$ cat config.mk
export PLATFORM = sky130hd
export DESIGN_NAME = cv32e40x_clmul_seq
export DESIGN_NICKNAME = d
export VERILOG_FILES = /design/src/rtl/cv32e40x_clmul_seq.sv
export SDC_FILE = /design/constraint.sdc
export NUM_CORES = 1
export LEC_CHECK = 0
export BUFFER_PORTS_ARGS = -buffer_cell sky130_fd_sc_hd__clkbuf_2
export CORE_MARGIN = 2
export CORE_UTILIZATION = 30
export DETAILED_ROUTE_END_ITERATION = 16
export PLACE_DENSITY_LB_ADDON = 0.15
export SLEW_MARGIN = 20
export SYNTH_ARGS = -nofsm -noshare
export SYNTH_HDL_FRONTEND = slang
export SYNTH_SLANG_ARGS = --single-unit
export TNS_END_PERCENT = 5
$ cat constraint.sdc
create_clock -name clk -period 3.56 [get_ports clk]
set_input_delay 0.712 -clock clk [delete_from_list [all_inputs] [get_ports clk]]
set_output_delay 0.712 -clock clk [all_outputs]
set_load 0.005 [all_outputs]
$ cat src/rtl/cv32e40x_clmul_seq.sv
// Iterative carry-less multiplier (clmul/clmulh/clmulr) built on a shift-XOR accumulator.
// Rev 1.0 - initial release.
`default_nettype none

module cv32e40x_clmul_seq #(
  parameter int BITS_PER_CYCLE = 4
) (
  input  logic        clk,
  input  logic        rst_n,
  input  logic        kill_i,
  input  logic        valid_i,
  output logic        ready_o,
  input  logic [31:0] op_a_i,
  input  logic [31:0] op_b_i,
  input  logic [1:0]  operator_i,
  output logic        valid_o,
  input  logic        ready_i,
  output logic [31:0] result_o,
  output logic        busy_o
);

  localparam int ITER  = 32 / BITS_PER_CYCLE;
  localparam int CNT_W = (ITER > 1) ? $clog2(ITER) : 1;

  typedef enum logic [1:0] {
    IDLE = 2'd0,
    BUSY = 2'd1,
    DONE = 2'd2
  } state_t;

  state_t             state;
  state_t             state_nxt;
  logic [63:0]        acc;
  logic [63:0]        acc_nxt;
  logic [63:0]        acc_step;
  logic [31:0]        op_a;
  logic [1:0]         oper;
  logic [CNT_W-1:0]   cnt;
  logic [CNT_W-1:0]   cnt_nxt;
  logic               accept;

  // Multiplier bits live in the low half and shift out; partial products enter at the top.
  always_comb begin
    acc_step = acc;
    for (int i = 0; i < BITS_PER_CYCLE; i++) begin
      if (acc_step[0]) begin
        acc_step[63:32] = acc_step[63:32] ^ op_a;
      end
      acc_step = acc_step >> 1;
    end
  end

  always_comb begin
    state_nxt = state;
    acc_nxt   = acc;
    cnt_nxt   = cnt;
    accept    = 1'b0;
    if (kill_i) begin
      state_nxt = IDLE;
    end else begin
      case (state)
        IDLE: begin
          if (valid_i) begin
            accept    = 1'b1;
            state_nxt = BUSY;
            acc_nxt   = {32'b0, op_b_i};
            cnt_nxt   = CNT_W'(ITER - 1);
          end
        end
        BUSY: begin
          acc_nxt = acc_step;
          if (cnt == '0) begin
            state_nxt = DONE;
          end else begin
            cnt_nxt = cnt - CNT_W'(1);
          end
        end
        DONE: begin
          if (ready_i) begin
            state_nxt = IDLE;
          end
        end
        default: state_nxt = IDLE;
      endcase
    end
  end

  always_ff @(posedge clk) begin
    if (!rst_n) begin
      state <= IDLE;
      acc   <= '0;
      cnt   <= '0;
      op_a  <= '0;
      oper  <= '0;
    end else begin
      state <= state_nxt;
      acc   <= acc_nxt;
      cnt   <= cnt_nxt;
      if (accept) begin
        op_a <= op_a_i;
        oper <= operator_i;
      end
    end
  end

  assign ready_o = (state == IDLE);
  assign valid_o = (state == DONE);
  assign busy_o  = (state != IDLE);

  always_comb begin
    result_o = '0;
    if (state == DONE) begin
      case (oper)
        2'b00:   result_o = acc[31:0];
        2'b10:   result_o = acc[62:31];
        default: result_o = acc[63:32];
      endcase
    end
  end

endmodule

`default_nettype wire

==> results.md, run 1 <==
- Status: finished clean
- Ant. Diodes: 0
- Yosys top cell area share: 31.16%
- Seq/Total Area, Yosys: 31.16%
- Dominant register cell in the synthesized netlist: dfxtp_1
- DR DRC count: 0
- Die Area: 23040 sq um
- Final ANT Viol Nets: 0
- Mapped Nets: 892
- Top cells by count, synth: 233 x nand2_1, 102 x dfxtp_1, 65 x nor2_1
- Leakage: 3.106 nW
- Initial core utilization: 30.31%
- Die outline height: 151.8 um
- CP Launch Type: flop
- Post-CTS setup buffer count: 0
- GP Congestion: 0.7448
- Remaining global-route overflow: 0
- Count leader, synth: nand2_1
- Hold-fix buffer count after cts: 0
- CP max FO: 21
- Synth Warn #: 0
- Netlist Area Pre-Place: 6553 sq um
- Worst Setup End Kind: primary output
- CP arrival: 2.07 ns
- Leading area contributor after synthesis: dfxtp_1
- Final worst path period share: 78.02%
- Total core area: 21620 sq um
- Synth area leaders: dfxtp_1 31%, nand2_1 13%, mux2i_1 9.2%, xor2_1 8.4%, xnor2_1 8.3%
- Peak supply drop: 0.1659 mV
- Initial antenna violation count: 0
- DR pass1 iterations: 4
- Synth cell types: 38
- Async S/R FF share, synth: 0%
- Synthesized instance count: 819
- Finished Core Util: 34.56%
- Slowest-stage cell, CP: dfxtp_2
- Final WL: 17620 um
- H-tree depth: 3
- Count of final setup violators: 0
- PD cells: 362.5 nW/um^2
- # rows: 54
- Clk sink count: 102
- Root buf cell: clkbuf_16
- CTS resizes: 0
- Critical path type: flop to primary output
- RSZ-0062 raised after global routing: false
- Io pins: 106
- Synthesized area per cell: 8.001 sq um
- Dpl ws: 1.161 ns
- Min Tclk post-route: 2.778 ns
- Post-synth EDFFs: 0
- Crit-path leading delay family: flip-flops
- Max clock buf depth: 2
- Worst path max stage delay: 0.72 ns
- Vias per cell: 4.586
- Share of cells above drive strength 1: 16.22%
- PortBufs: 105
- CTS tree: yes
- Max Cap Viol: 0
- Final worst setup slack: 0.7824 ns
- Hold Slack: 0.4730 ns
- Net count, final: 957
- Clock transition at path regs: 0.07 ns
- Yosys reg bits: 102
- Worst EP required: 2.85 ns
- Most common cell on crit path: nor2_1
- Fin. Hold Viols: 0
- Slew Viols, Final: 0
- Slew @ Worst Pin: 0.8236 ns
- Vias in the first global route: 5100
- Clock skew: 0.006404 ns
- DR WL/cell: 15.08 um
- Setup TNS Final: 0 ns
- First-pass GRT wire length: 28650 um
- GRT Total Usage: 15.89%
- Via Count: 5356
- Critical-path cell list: buf_4 > mux2i_1 > nor2_1 > a21oi_1 > nor2_1 > clkbuf_2
- Detailed-placement wirelength estimate: 12690 um
- Pin count of the biggest net entering global routing: 58
- Hold/Removal Path Class: flop to flop
- Cts bufs inserted: 9
- Highest Clock Rate: 360.0 MHz
- Clk_lat worst skew: 0.35 ns
- Worst slew margin: 45.10%
- Initial DRC Count: 260
- DIE WIDTH: 151.8 um
- Synthesis-to-finish area growth: 14.03%
- Crit path buf inv count: 2
==> logic make-up (layout without fill, tap and decap cells) <==
family	Yosys count	in the layout	synth area share [%]
AO/OA/AOI/OAI	142	142	16.82
XOR/XNOR	125	125	16.71
adder cells (fa/ha/maj)	2	2	0.3818
buffers and inverters	68	137	5.843
flip-flops	102	102	31.16
multiplexers	60	60	9.166
AND/OR/NAND/NOR	320	320	19.92
==> metal layers <==
| layer | GRT usage (%) | vias to the layer above | part of all wire, % |
|---|---|---|---|
| li1 | - | 2824 | - |
| met1 | 23.44 | 2428 | 52 |
| met2 | 23.85 | 93 | 43 |
| met3 | 2.814 | 11 | 4.4 |
| met4 | 3.889 | 0 | 1.0 |
| met5 | 0 | - | 0 |
==> registers in the layout (all words and copies together), names as in the netlist <==
signal	flops
acc	63
cnt	3
op_a	32
oper	2
state	2
==> report_power, final <==
group | total, mW | switching [mW] | internal, mW
clock | 1.05 | 0.440 | 0.612
combinational | 0.394 | 0.221 | 0.173
sequential | 1.26 | 0.0692 | 1.19
total | 2.71 | 0.730 | 1.98
==> final timing paths <==
check | endpoint | start | cells past startpoint | slack (ns)
worst max-delay path | result_o[13] | oper[1] | 6 | 0.78
worst min-delay path | acc[30] | acc[30] | 2 | 0.47
worst max register to register | acc[32] | state[0] | 4 | 1.43
worst min register to register | acc[30] | acc[30] | 2 | 0.47
==> worst register-to-register path, cell delays in order, from the launching register on <==
cell and delay, ns:
dfxtp_1 0.73, nand2b_4 0.49, nor3b_4 0.32, buf_4 0.33, a22o_1 0.21
==> per-stage QoR <==
| step | cells | power [mW] | area [sq um] |
|---|---|---|---|
| after floorplan | 819 | 1.578 | 6553 |
| final | 1168 | 2.709 | 7472 |
| after global placement | 1153 | 1.692 | 7167 |
| after CTS | 1168 | 2.759 | 7472 |
| after global routing | 1168 | 2.853 | 7472 |
| after detailed placement | 1153 | 1.692 | 7167 |
==> placed cells by master, fill, tap and decap left out, types with 2 or more instances in the layout <==
cell	instances
a22oi_1	3
xor2_1	63
a21boi_1	32
dfxtp_2	2
inv_1	3
nor2b_1	5
a21oi_1	38
o211a_1	28
buf_4	13
o21ai_0	2
and2_1	2
nor3b_4	2
nor3_1	4
clkbuf_16	9
nand2b_1	2
a21boi_0	6
mux2i_1	60
dfxtp_1	100
xnor2_1	62
nor2_4	2
nand2_1	233
a22o_1	27
clkbuf_2	105
ha_1	2
nor2_1	65
clkbuf_1	2
bufinv_16	2
==> area by class of cell <==
cell class	instances	area, sq um
fill	2371	14150
tap	280	350.3
clock buffer	11	232.7
clock inverter	4	72.57
sequential	102	2044
multi-input combinational	649	4134
timing repair buffer	118	623.1
inverter	4	15.01
(Power assumes the default switching activity.)
==> run 2, diff against run 1 <==
==> constraint.sdc (replaced) <==
create_clock -name clk -period 2.23 [get_ports clk]
set_input_delay 0.446 -clock clk [delete_from_list [all_inputs] [get_ports clk]]
set_output_delay 0.446 -clock clk [all_outputs]
set_load 0.005 [all_outputs]
==> results.md, run 2 (same netlist as run 1, synthesis figures left out) <==
- DIE WIDTH: 151.8 um (unchanged)
- Io pins: 106 (unchanged)
- RSZ-0062 raised after global routing: false (unchanged)
- PD cells: 563.6 nW/um^2 (was 362.5 nW/um^2)
- Overall Power: 4.274 mW (was 2.709 mW)
- Initial core utilization: 30.31% (unchanged)
- CP max FO: 14 (was 21)
- Clock transition at path regs: 0.07 ns (about the same)
- Highest Clock Rate: 477.0 MHz
- First-pass GRT wire length: 28360 um (was 28650 um)
- Combinational Power Share: 15.8% (was 14.5%)
- Placed cell count: 1158 (was 1153)
- Most frequent cells in the layout: 233 x nand2_1, 105 x clkbuf_2, 100 x dfxtp_1, 65 x nor2_1, 63 x xor2_1 (unchanged)
- Pin count of the biggest net entering global routing: 58 (unchanged)
- Regs by FF count: acc (63), op_a (32), cnt (3) (unchanged)
- Net count, final: 963 (was 957)
- Slew @ Worst Pin: 0.4744 ns (was 0.8236 ns)
- Fin. Hold Viols: 0 (unchanged)
- Die Area: 23040 sq um (unchanged)
- CP Launch Type: flop (unchanged)
- Commonest non-fill, non-tap cell in the layout: nand2_1 (unchanged)
- DR pass1 iterations: 4 (unchanged)
- Sw Pwr: 1.204 mW (was 0.7297 mW)
- Clk_lat worst skew: 0.36 ns (was 0.35 ns)
- Detailed-placement wirelength estimate: 12870 um (was 12690 um)
- Hold-fix buffer count after cts: 0 (unchanged)
- CTS tree: yes (unchanged)
- Hold/Removal Path Class: input port to flop (was flop to flop)
- Via Count: 5413 (was 5356)
- Critical-path cell list: buf_12 > mux2i_1 > nor2_1 > a21oi_1 > nor2_1 > clkbuf_2 (was buf_4 > mux2i_1 > nor2_1 > a21oi_1 > nor2_1 > clkbuf_2)
- DR WL/cell: 15.22 um (was 15.08 um)
- Final worst path period share: 94.02%
- Seq pwr share: 46.8% (was 46.6%)
- Max reg flops: 63 (unchanged)
- Register-to-Register Setup Slack: 0.53 ns (was 1.43 ns)
- Clk sink count: 102 (unchanged)
- Finished Layout Cells: 1174 (was 1168)
- Peak supply drop: 0.3826 mV (was 0.1659 mV)
- Root buf cell: clkbuf_16 (unchanged)
- Initial antenna violation count: 0 (unchanged)
- Leakage: 3.157 nW (was 3.106 nW)
- Crit path buf inv count: 2 (unchanged)
- Slowest-stage cell, CP: dfxtp_4 (was dfxtp_2)
- H-tree depth: 3 (unchanged)
- Final ANT Viol Nets: 0 (unchanged)
- GRT Total Usage: 15.75% (was 15.89%)
- Biggest register: acc (unchanged)
- PortBufs: 105 (unchanged)
- CTS resizes: 0 (unchanged)
- Clock skew: 0.01153 ns (was 0.006404 ns)
- Remaining global-route overflow: 0 (unchanged)
- Clock share of power: 37.4% (was 38.8%)
- Die outline height: 151.8 um (unchanged)
- GP Congestion: 0.7658 (was 0.7448)
- Vias per cell: 4.611 (was 4.586)
- Critical path type: flop to primary output (unchanged)
- Worst path max stage delay: 0.45 ns (was 0.72 ns)
- Share of cells above drive strength 1: 16.89% (was 16.22%)
- Min Tclk post-route: 2.097 ns
- Internal power consumption: 3.070 mW (was 1.979 mW)
- Post-CTS setup buffer count: 0 (unchanged)
- Number of fill cells: 2367 (was 2371)
- Crit-path leading delay family: flip-flops (unchanged)
- Slew Viols, Final: 0 (unchanged)
- Finished Core Util: 35.08% (was 34.56%)
- DR DRC count: 0 (unchanged)
- Cts bufs inserted: 9 (unchanged)
- Worst Setup End Kind: primary output (unchanged)
- Final WL: 17870 um (was 17620 um)
- # rows: 54 (unchanged)
- Worst slew margin: 68.37% (was 45.10%)
- Status: finished clean (unchanged)
- CP arrival: 1.65 ns (was 2.07 ns)
- Setup TNS Final: 0 ns (unchanged)
- Switching fraction of total power: 28.18% (was 26.94%)
- Initial DRC Count: 260 (unchanged)
- Final worst setup slack: 0.1334 ns (was 0.7824 ns)
- Worst EP required: 1.78 ns (was 2.85 ns)
- Synthesis-to-finish area growth: 15.73% (was 14.03%)
- Count of final setup violators: 0 (unchanged)
- Dpl ws: 0.4061 ns (was 1.161 ns)
- Vias in the first global route: 5167 (was 5100)
- Ant. Diodes: 0 (unchanged)
- Most common cell on crit path: nor2_1 (unchanged)
- Total core area: 21620 sq um (unchanged)
- Max clock buf depth: 2 (unchanged)
- Max Cap Viol: 0 (unchanged)
run 2: changes by cell type in the layout (fill, tap and decap cells not counted), sizes merged:
cell and delta:
buf +5, bufinv -1, inv +1, clkinv +1
run 2: final cells by class:
type | count | area, sq um | area share (%)
clock buffers | 10 | 229.0 | 3.019
well taps | 280 | 350.3 | 4.620
multi-input cells | 649 | 4134 | 54.51
inverters | 4 | 15.01 | 0.1980
flip-flops and latches | 102 | 2047 | 26.99
repair buffers | 124 | 748.2 | 9.866
clock inverters | 5 | 60.06 | 0.7919
run 2: path summary, 6_finish.rpt:
path / cells past startpoint / from / end
max: 6 / oper[1] / result_o[4]
min: 3 / op_a_i[11] / op_a[11]
max reg2reg: 7 / cnt[0] / cnt[2]
min reg2reg: 2 / acc[30] / acc[30]
run 2: metal layers:
metal	routed length, um	GRT usage (%)
met5	0	0
met4	233	4.676
met3	583	2.096
met2	7874	24.39
met1	9176	22.72
run 2: worst min-delay path, cell delays in order:
cell      delay, ns
clkbuf_2       0.08
nand2_1        0.04
a21boi_1       0.05
run 2: power groups by stage:
stage	sequential (mW)	combinational, mW	clock [mW]
floorplan	2.00	0.518	0
global placement	2.04	0.683	0
detailed placement	2.04	0.687	0
CTS	2.00	0.689	1.64
global route	2.01	0.764	1.71
finish	2.00	0.677	1.60
run 2: per-stage QoR:
step                      cell area [sq um]  hold WS, ns
after detailed placement               7267       0.4701
after global routing                   7584       0.3013
final                                  7584       0.3034
after CTS                              7556       0.2886
after floorplan                        6553       0.4448
after global placement                 7267       0.4643
==> run 3, diff against run 2 <==
--- a/config.mk
+++ b/config.mk
@@ -5,6 +5,7 @@
 export SDC_FILE = /design/constraint.sdc
 export NUM_CORES = 1
 export LEC_CHECK = 0
+export ABC_AREA = 1
 export BUFFER_PORTS_ARGS = -buffer_cell sky130_fd_sc_hd__clkbuf_2
 export CORE_MARGIN = 2
 export CORE_UTILIZATION = 30
==> results.md, run 3 <==
- Critical path type: flop to primary output (unchanged)
- Total core area: 21760 sq um (was 21620 sq um)
- Max Cap Viol: 0 (unchanged)
- Post-synth EDFFs: 0 (unchanged)
- Status: finished clean (unchanged)
- CP arrival: 1.65 ns (about the same)
- First-pass GRT wire length: 37520 um (was 28360 um)
- Vias in the first global route: 6894 (was 5167)
- Commonest non-fill, non-tap cell in the layout: nand2_1 (unchanged)
- Synth cell types: 28 (was 38)
- Clk_lat worst skew: 0.36 ns (about the same)
- Count of final setup violators: 0 (unchanged)
- # rows: 54 (unchanged)
- Switching fraction of total power: 28.63% (was 28.18%)
- Mapped Nets: 1162 (was 892)
- Clock skew: 0.009114 ns (was 0.01153 ns)
- Net count, final: 1229 (was 963)
- Clock transition at path regs: 0.07 ns (about the same)
- Die Area: 23250 sq um (was 23040 sq um)
- Yosys reg bits: 102 (unchanged)
- Synthesized instance count: 1089 (was 819)
- Die outline height: 152.5 um (was 151.8 um)
- Synthesized area per cell: 6.073 sq um (was 8.001 sq um)
- Initial DRC Count: 471 (was 260)
- Root buf cell: clkbuf_16 (unchanged)
- Worst slew margin: 57.02% (was 68.37%)
- Top cells by count, synth: 376 x nand2_1, 174 x nand3_1, 102 x dfxtp_1 (was 233 x nand2_1, 102 x dfxtp_1, 65 x nor2_1)
- Overall Power: 4.808 mW (was 4.274 mW)
- Pin count of the biggest net entering global routing: 64 (was 58)
- Max reg flops: 63 (unchanged)
- Slew Viols, Final: 0 (unchanged)
- Final WL: 23090 um (was 17870 um)
- Hold/Removal Path Class: input port to flop (unchanged)
- CTS tree: yes (unchanged)
- Min Tclk post-route: 2.094 ns (was 2.097 ns)
- Leading area contributor after synthesis: dfxtp_1 (unchanged)
- Seq pwr share: 42.5% (was 46.8%)
- Cts bufs inserted: 9 (unchanged)
- Clk sink count: 102 (unchanged)
- H-tree depth: 3 (unchanged)
- DR pass1 iterations: 7 (was 4)
- Highest Clock Rate: 477.6 MHz (was 477.0 MHz)
- GP Congestion: 0.8202 (was 0.7658)
- Clock share of power: 41.7% (was 37.4%)
- Combinational Power Share: 15.8% (about the same)
- Sw Pwr: 1.376 mW (was 1.204 mW)
- PD cells: 609.0 nW/um^2 (was 563.6 nW/um^2)
- Leakage: 3.347 nW (was 3.157 nW)
- GRT Total Usage: 19.89% (was 15.75%)
- DR DRC count: 0 (unchanged)
- Most frequent cells in the layout: 376 x nand2_1, 174 x nand3_1, 105 x clkbuf_2, 100 x dfxtp_1, 74 x inv_1 (was 233 x nand2_1, 105 x clkbuf_2, 100 x dfxtp_1, 65 x nor2_1, 63 x xor2_1)
- Io pins: 106 (unchanged)
- Seq/Total Area, Yosys: 30.87% (was 31.16%)
- Share of cells above drive strength 1: 14.04% (was 16.89%)
- Worst Setup End Kind: primary output (unchanged)
- Max clock buf depth: 2 (unchanged)
- Final ANT Viol Nets: 0 (unchanged)
- Count leader, synth: nand2_1 (unchanged)
- Yosys top cell area share: 30.87% (was 31.16%)
- Worst EP required: 1.78 ns (about the same)
- Fin. Hold Viols: 0 (unchanged)
- Dpl ws: 0.4140 ns (was 0.4061 ns)
- Synth Warn #: 0 (unchanged)
- Vias per cell: 5.018 (was 4.611)
- Ant. Diodes: 0 (unchanged)
- Internal power consumption: 3.431 mW (was 3.070 mW)
- Netlist Area Pre-Place: 6614 sq um (was 6553 sq um)
- Final worst setup slack: 0.1362 ns (was 0.1334 ns)
- Via Count: 7231 (was 5413)
- CP max FO: 27 (was 14)
- Detailed-placement wirelength estimate: 16320 um (was 12870 um)
- Biggest register: acc (unchanged)
- DIE WIDTH: 152.5 um (was 151.8 um)
- Dominant register cell in the synthesized netlist: dfxtp_1 (unchanged)
- Synth area leaders: dfxtp_1 31%, nand2_1 21%, nand3_1 13%, a21oi_1 5.4%, inv_1 4.3% (was dfxtp_1 31%, nand2_1 13%, mux2i_1 9.2%, xor2_1 8.4%, xnor2_1 8.3%)
- Remaining global-route overflow: 0 (unchanged)
- Slew @ Worst Pin: 0.6438 ns (was 0.4744 ns)
- Number of fill cells: 2436 (was 2367)
- Regs by FF count: acc (63), op_a (32), cnt (3) (unchanged)
- Async S/R FF share, synth: 0% (unchanged)
- DR WL/cell: 16.02 um (was 15.22 um)
- Final worst path period share: 93.89% (was 94.02%)
- CP Launch Type: flop (unchanged)
- Initial core utilization: 30.40% (was 30.31%)
- Synthesis-to-finish area growth: 19.35% (was 15.73%)
- Hold Slack: 0.3321 ns (was 0.3034 ns)
- Peak supply drop: 0.5016 mV (was 0.3826 mV)
- Initial antenna violation count: 0 (unchanged)
- PortBufs: 105 (unchanged)
## run 3: changes by cell type in the layout (fill, tap and decap cells not counted), sizes merged, moves of 30 or more
| cell | previous run | this run |
|---|---|---|
| nand3 | 0 | 174 |
| a21oi | 38 | 71 |
| mux2i | 60 | 0 |
| xor2 | 63 | 2 |
| xnor2 | 62 | 32 |
| o21ai | 3 | 59 |
| o22ai | 1 | 31 |
| nor2 | 68 | 35 |
| a31oi | 0 | 31 |
| inv | 5 | 78 |
| a21boi | 38 | 1 |
| nand2 | 233 | 378 |
## run 3: timing repair
item | CTS | global route
gates resized for setup | 0 | 7
hold buffers | 0 | 0
setup endpoints to repair | 0 | 11
buffers inserted | 0 | 1
## run 3: final timing paths
path,start,to,slack (ns),depth (start not counted)
setup reg to reg,acc[0],acc[59],0.51,6
hold reg to reg,cnt[0],cnt[0],0.47,1
setup / recovery,oper[0],result_o[20],0.14,6
hold / removal,op_b_i[21],acc[21],0.33,3
## run 3: layout make-up
cell class	count	area [sq um]	share of cell area [%]
multi-input combinational	833	3969	50.28
inverter	79	300.3	3.804
clock buffer	10	239.0	3.027
sequential	102	2044	25.90
timing repair buffer	131	858.3	10.87
clock inverter	6	132.6	1.680
tap	280	350.3	4.438
## run 3: power by group through the flow
stage / combinational (mW) / sequential [mW] / clock (mW)
global placement: 0.748 / 2.09 / 0
finish: 0.757 / 2.04 / 2.01
global route: 0.849 / 2.06 / 2.12
detailed placement: 0.754 / 2.09 / 0
floorplan: 0.506 / 2.02 / 0
CTS: 0.756 / 2.04 / 2.05
## run 3: worst max-delay path: stages, from the launching register on
cell	delay [ns]
dfxtp_1	0.35
inv_2	0.05
nand2_1	0.19
buf_12	0.21
o22ai_1	0.09
a211oi_1	0.24
clkbuf_2	0.17
## run 3: metrics by stage
stage               cells  setup TNS, ns  utilization (%)  cell area (sq um)
floorplan            1089              0                -               6614
global placement     1424              0            34.34               7471
detailed placement   1424              0            34.34               7471
CTS                  1440              0            36.05               7843
global route         1441      -0.001956            36.28               7894
finish               1441              0            36.28               7894
## run 3: kinds of logic after synthesis
logic type / after synthesis / synth area share [%]
AND/OR/NAND/NOR: 589 / 36.93
AO/OA/AOI/OAI: 208 / 17.61
buffers and inverters: 154 / 9.705
flip-flops: 102 / 30.87
XOR/XNOR: 34 / 4.503
adder cells (fa/ha/maj): 2 / 0.3783
## run 3: per-layer routing
layer / global-route usage [%] / vias to the layer above / part of all wire [%]
met5: 0 / - / 0
met4: 4.365 / 0 / 1.1
met3: 3.185 / 16 / 3.4
met2: 34.08 / 137 / 48
met1: 26.42 / 3332 / 47
li1: - / 3746 / -
